**config.mk**
```make
export PLATFORM = sky130hd
export DESIGN_NAME = stoch_to_bin
export DESIGN_NICKNAME = d
export VERILOG_FILES = /design/src/rtl/stoch_pkg.sv /design/src/rtl/sc_window_ctr.sv /design/src/rtl/stoch_to_bin.sv
export SDC_FILE = /design/constraint.sdc
export NUM_CORES = 1
export LEC_CHECK = 0
export CORE_ASPECT_RATIO = 2
export CORE_MARGIN = 5
export CORE_UTILIZATION = 35
export CTS_BUF_LIST = sky130_fd_sc_hd__clkbuf_16
export DETAILED_ROUTE_END_ITERATION = 7
export SLEW_MARGIN = 20
export SYNTH_ARGS = -nofsm -noshare
export SYNTH_HDL_FRONTEND = slang
export SYNTH_HIERARCHICAL = 1
export SYNTH_SLANG_ARGS = --single-unit
```
**constraint.sdc**
```tcl
create_clock -name CLK -period 2.6 [get_ports CLK]
set_clock_uncertainty 0.05 [all_clocks]
set_input_delay 0.52 -clock CLK [delete_from_list [all_inputs] [get_ports CLK]]
set_output_delay 0.52 -clock CLK [all_outputs]
set_load 0.05 [all_outputs]
```
**src/rtl/stoch_pkg.sv**
```systemverilog
// Shared definitions for the stochastic read-out blocks: FSM state encoding
// and the saturating clip used when a scaled count is squeezed into a word.
package stoch_pkg;

  localparam logic [1:0] ST_IDLE = 2'd0;
  localparam logic [1:0] ST_ACC  = 2'd1;
  localparam logic [1:0] ST_DONE = 2'd2;

  // Largest value representable in w bits (w capped at 32).
  function automatic logic [31:0] sat_max(input int w);
    if (w >= 32) return 32'hFFFF_FFFF;
    return (32'd1 << w) - 32'd1;
  endfunction

  // Clip p to the w-bit unsigned range.
  function automatic logic [31:0] sat_clip(input logic [31:0] p, input int w);
    return (p > sat_max(w)) ? sat_max(w) : p;
  endfunction

  // High when p does not fit in w bits.
  function automatic logic sat_flag(input logic [31:0] p, input int w);
    return p > sat_max(w);
  endfunction

endpackage

```
**src/rtl/sc_window_ctr.sv**
```systemverilog
// Enabled window counter: counts EN-qualified samples modulo 2^L and flags
// the sample that completes the window.
module sc_window_ctr #(
  parameter int L = 8
) (
  input  logic i_clk,
  input  logic i_clr,
  input  logic i_en,
  output logic o_last
);

  logic [L-1:0] r_cnt;

  // Synchronous clear wins over counting; wraps to 0 after the last sample.
  always_ff @(posedge i_clk) begin
    if (i_clr) begin
      r_cnt <= '0;
    end else if (i_en) begin
      r_cnt <= r_cnt + L'(1);
    end
  end

  assign o_last = i_en && (r_cnt == {L{1'b1}});

endmodule

```
**src/rtl/stoch_to_bin.sv**
```systemverilog
// Stochastic-to-binary converter: counts ones of the MUX-adder bitstream over
// 2^L enabled cycles, rescales by the adder fan-in, saturates to OUT_W bits
// and hands the word off through a valid/ready handshake.
module stoch_to_bin
  import stoch_pkg::*;
#(
  parameter int L     = 8,
  parameter int OUT_W = 8,
  parameter int SCALE = 1,
  parameter int AUTO  = 0
) (
  input  logic             CLK,
  input  logic             RST,
  input  logic             EN,
  input  logic             IN,
  input  logic             START,
  input  logic             READY,
  output logic             BUSY,
  output logic             VALID,
  output logic [OUT_W-1:0] OUT,
  output logic             SAT
);

  // Full-width product: count (L+1 bits) times the rescale factor.
  localparam int PW = L + 1 + $clog2(SCALE + 1);

  logic [1:0]       r_state;
  logic [1:0]       w_next;
  logic [L:0]       r_ones;
  logic [L:0]       w_total;
  logic [PW-1:0]    w_p;
  logic             w_smp;
  logic             w_last;
  logic             w_accept;
  logic             w_start_win;
  logic             w_clr;
  logic [OUT_W-1:0] r_out;
  logic             r_sat;

  // Samples are taken only while accumulating; IN/EN are ignored elsewhere.
  assign w_smp       = EN && (r_state == ST_ACC);
  assign w_accept    = (r_state == ST_DONE) && READY;
  assign w_start_win = ((r_state == ST_IDLE) && START) ||
                       (w_accept && ((AUTO != 0) || START));
  assign w_clr       = RST || w_start_win;

  // The final sample is folded in combinationally so the result registers
  // on the same edge that takes it.
  assign w_total = r_ones + {{L{1'b0}}, IN};
  assign w_p     = PW'(w_total) * PW'(SCALE);

  sc_window_ctr #(
    .L(L)
  ) u_win (
    .i_clk (CLK),
    .i_clr (w_clr),
    .i_en  (w_smp),
    .o_last(w_last)
  );

  // State register.
  always_ff @(posedge CLK) begin
    if (RST) begin
      r_state <= ST_IDLE;
    end else begin
      r_state <= w_next;
    end
  end

  // Next-state logic: START is only honoured in IDLE or on an accept.
  always_comb begin
    w_next = r_state;
    case (r_state)
      ST_IDLE: if (START)  w_next = ST_ACC;
      ST_ACC:  if (w_last) w_next = ST_DONE;
      ST_DONE: if (READY)  w_next = ((AUTO != 0) || START) ? ST_ACC : ST_IDLE;
      default:             w_next = ST_IDLE;
    endcase
  end

  // Status outputs decode straight from the state register, so READY has
  // no combinational path to VALID.
  always_comb begin
    BUSY  = 1'b0;
    VALID = 1'b0;
    case (r_state)
      ST_ACC:  BUSY  = 1'b1;
      ST_DONE: VALID = 1'b1;
      default: ;
    endcase
  end

  // Ones counter: cleared at each window start, advanced on enabled samples.
  always_ff @(posedge CLK) begin
    if (RST || w_start_win) begin
      r_ones <= '0;
    end else if (w_smp) begin
      r_ones <= w_total;
    end
  end

  // Result registers: loaded once per window and held through the handshake.
  always_ff @(posedge CLK) begin
    if (RST) begin
      r_out <= '0;
      r_sat <= 1'b0;
    end else if (w_last) begin
      r_out <= OUT_W'(sat_clip(32'(w_p), OUT_W));
      r_sat <= sat_flag(32'(w_p), OUT_W);
    end
  end

  assign OUT = r_out;
  assign SAT = r_sat;

endmodule

```
==> impl_metrics.toml, run 1 <==
[floorplanning]
die_h_um = 95.9
core_region_area_mm2 = 0.00361
dieWidth_um = 53.0
rows = 31
initial_utilization_pct = 35.8
die_area_mm2 = 0.00508
ios = 17

[placement]
numPortBuffers = 16
pre_cts_ws_ps = 10.5
dp_hpwl_mm = 2.03
post_dp_cell_area_mm2 = 0.00152
place_congestion = 0.736

[worst_setup_path]
critPathSlowestCell = "clkdlybuf4s50_1"
crit_fanout = 9
worst-endpoint-arrival_ps = 2450
reg2reg_depth = 6
reg2reg_slack_ps = 670
path_depth = 7
worstSetupStartpoint = "IN"
path_buf_inv = 1
cp-endpoint = "OUT[1]"
crit_required_ps = 2740
cp-end-kind = "flop"
cp_common_cell = "ha_1"
reg2reg_from = "r_ones[0]"
crit_chain = "clkdlybuf4s50_1 > ha_1 > ha_1 > nand3_2 > or3_1 > and3_1 > a211oi_2"
critPathLaunchType = "primary input"
worst_r2r_endpoint = "OUT[1]"
critPathMaxStageDelay_ps = 460
crit_type = "primary input to flop"
path_delay_family = "simple AND/OR/NAND/NOR gates"

[cts]
ctsHoldBuffers = 0
cts-htree-levels = 1
cts_resized = 0
cts_tree = "built"
root_buffer = "clkbuf_16"
clock_latency_ps = 260
cts_buffer_depth = 2
cts_made_buffers = 3
clk_pin_slew_worst_paths_ps = 70
postCtsSetupBuffers = 0
clkSinkCount = 28

[finish]
drive_above_1_share_pct = 12.9
nets = 173
fin_area_mm2 = 0.00160
antennaDiodeCount = 0
area_growth_pct = 23.7

[power_and_ir_drop]
p_per_area_mw_per_mm2 = 517
seq_power_share_pct = 52.6
p_leak_nw = 0.547
clockPowerShare_pct = 41.9
intPower_uw = 657
p_sw_uw = 170
ir_drop_mv = 0.335
comb_power_share_pct = 5.5
sw_frac_of_total_pct = 20.6

[run_status]
status = "finished clean"

[timing]
period_minus_slack_ps = 2310
hold_violations = 0
fmax_ghz = 0.433
timing.final.crit_share_pct = 88.9
fin_ws_ps = 289
setup-tns-final_ps = 0
worstMarginPinSlew_ps = 503
final-setup-viol-count = 0
rsz0062_at_grt = "false"
slew_viol_final = 0
maxSlewHeadroom_pct = 66.4

[detailed_routing]
ant_nets = 0
routed_wl_mm = 2.64
wl_per_cell_um = 12.5
dr.first_iter.drc_count = 17
drc = 0
dr.pass1.iters = 4
vias = 996
via_per_inst = 4.70

[synthesis]
synth_area_mm2 = 0.00129
synth_commonest_cells = "28 x dfxtp_1, 28 x nor2_1, 12 x nand2_1"
synthCells = 144
synth.largest_area_cell = "dfxtp_1"
synth_edf_count = 0
synth_fp_nets = 153
ys_seq_area_share_pct = 43.4
ys.flop_type = "dfxtp_1"
synth_top_area_share_pct = 43.4
netlist_top_cells_area = "dfxtp_1 43%, nor2_1 8.1%, a211oi_2 7.7%"
synthArstFlopShare_pct = 0
synthesis.area_per_instance_um2 = 8.98
ys.warnings.count = 6
ys_ff_latch = 28
synth.distinct_cells = 28

[grt]
grt_max_degree = 16
grt_pass1_vias = 992
grt_pass1_wl_mm = 4.46
grt_antenna_before_repair = 0
overflow = 0
track_usage_pct = 11.7

[flow_run]
drv_cap = 0

[min_path]
min_path_type = "flop to flop"
-- flip-flops by register name, indices dropped and copies added (netlist names) --
signal       flops
OUT              8
SAT              1
r_ones           9
r_state          2
u_win/r_cnt      8
-- final cells by class --
class                   count  area (um2)
repair buffers             22         205
multi-input cells         106         682
fillers                   361        2010
clock buffers               3        75.1
well taps                  49        61.3
clock inverters             1        3.75
flip-flops and latches     28         561
inverters                   3        11.3
-- per-layer routing --
| metal | global-route usage (%) | routed length (um) | up-vias |
|---|---|---|---|
| li1 | - | - | 520 |
| met1 | 11.9 | 1020 | 460 |
| met2 | 22.0 | 1490 | 14 |
| met3 | 2.33 | 94 | 2 |
| met4 | 5.33 | 29 | 0 |
| met5 | 0 | 0 | - |
-- worst min path at each step --
stage | slack (ps) | cells after the start | from | endpoint
after CTS | 430 | 2 | r_ones[0] | r_ones[0]
after global placement | 400 | 2 | r_ones[0] | r_ones[0]
after floorplan | 390 | 2 | r_ones[0] | r_ones[0]
after global routing | 450 | 2 | r_ones[0] | r_ones[0]
final | 420 | 2 | r_ones[0] | r_ones[0]
after detailed placement | 420 | 2 | r_ones[0] | r_ones[0]
-- tightest hold or removal path: cells and delay by family, from the launching register on --
kind | cells | cell delay (ps)
and+or+nand+nor | 1 | 50
AOI/OAI and AO/OA | 1 | 50
DFF | 1 | 320
-- cell usage in the layout, fill, tap and decap left out --
| cell | synthesis | final |
|---|---|---|
| nand4_1 | 3 | 3 |
| clkinv_1 | 0 | 1 |
| clkdlybuf4s50_1 | 0 | 16 |
| inv_1 | 3 | 3 |
| a211oi_2 | 8 | 8 |
| or3_1 | 3 | 3 |
| ha_1 | 3 | 3 |
| mux2i_1 | 1 | 1 |
| nor2_1 | 28 | 28 |
| nand3b_1 | 2 | 2 |
| nor3_1 | 3 | 3 |
| and3_1 | 3 | 3 |
| nand2b_1 | 2 | 2 |
| nand2_1 | 12 | 12 |
| xnor2_1 | 7 | 7 |
| nor2b_1 | 3 | 3 |
| and4_2 | 1 | 1 |
| nand3_2 | 1 | 1 |
| o22a_1 | 1 | 1 |
| clkbuf_16 | 0 | 3 |
| o21ai_0 | 3 | 3 |
| buf_4 | 1 | 6 |
| a21oi_1 | 5 | 5 |
| mux2_2 | 1 | 1 |
| dfxtp_1 | 28 | 28 |
| nand4_2 | 1 | 1 |
| xor2_1 | 10 | 10 |
| nand3_1 | 5 | 5 |
-- metrics by stage --
stage	cells	utilization (%)	hold slack (ps)	total power [mW]
2_1_floorplan	144	-	390	0.470
3_3_place_gp	208	42.1	400	0.489
3_5_place_dp	208	42.1	416	0.490
4_1_cts	212	44.3	425	0.838
6_report	212	44.3	421	0.827
5_1_grt	212	44.3	447	0.861
-- power groups by stage --
| stage | Clock [mW] | Sequential (mW) | Combinational (mW) |
|---|---|---|---|
| after floorplan | 0 | 0.443 | 0.0267 |
| after global placement | 0 | 0.444 | 0.0451 |
| after detailed placement | 0 | 0.444 | 0.0460 |
| after CTS | 0.357 | 0.434 | 0.0462 |
| after global routing | 0.376 | 0.434 | 0.0501 |
| final | 0.347 | 0.434 | 0.0456 |
-- kinds of logic after synthesis --
logic type	after synthesis	synth area share [%]
simple gates	67	25.2
flops	28	43.4
xor+xnor	17	11.5
mux	2	1.65
fa+ha+maj	3	2.90
compound gates	17	11.5
buf+inv	10	3.87
(Power assumes the default switching activity.)
==> run 2, diff against run 1 <==
Settings changed: HOLD_SLACK_MARGIN set to 0.06.
==> results of run 2 <==
No change in the layout: final DEF, timing and power equal those of run 1.
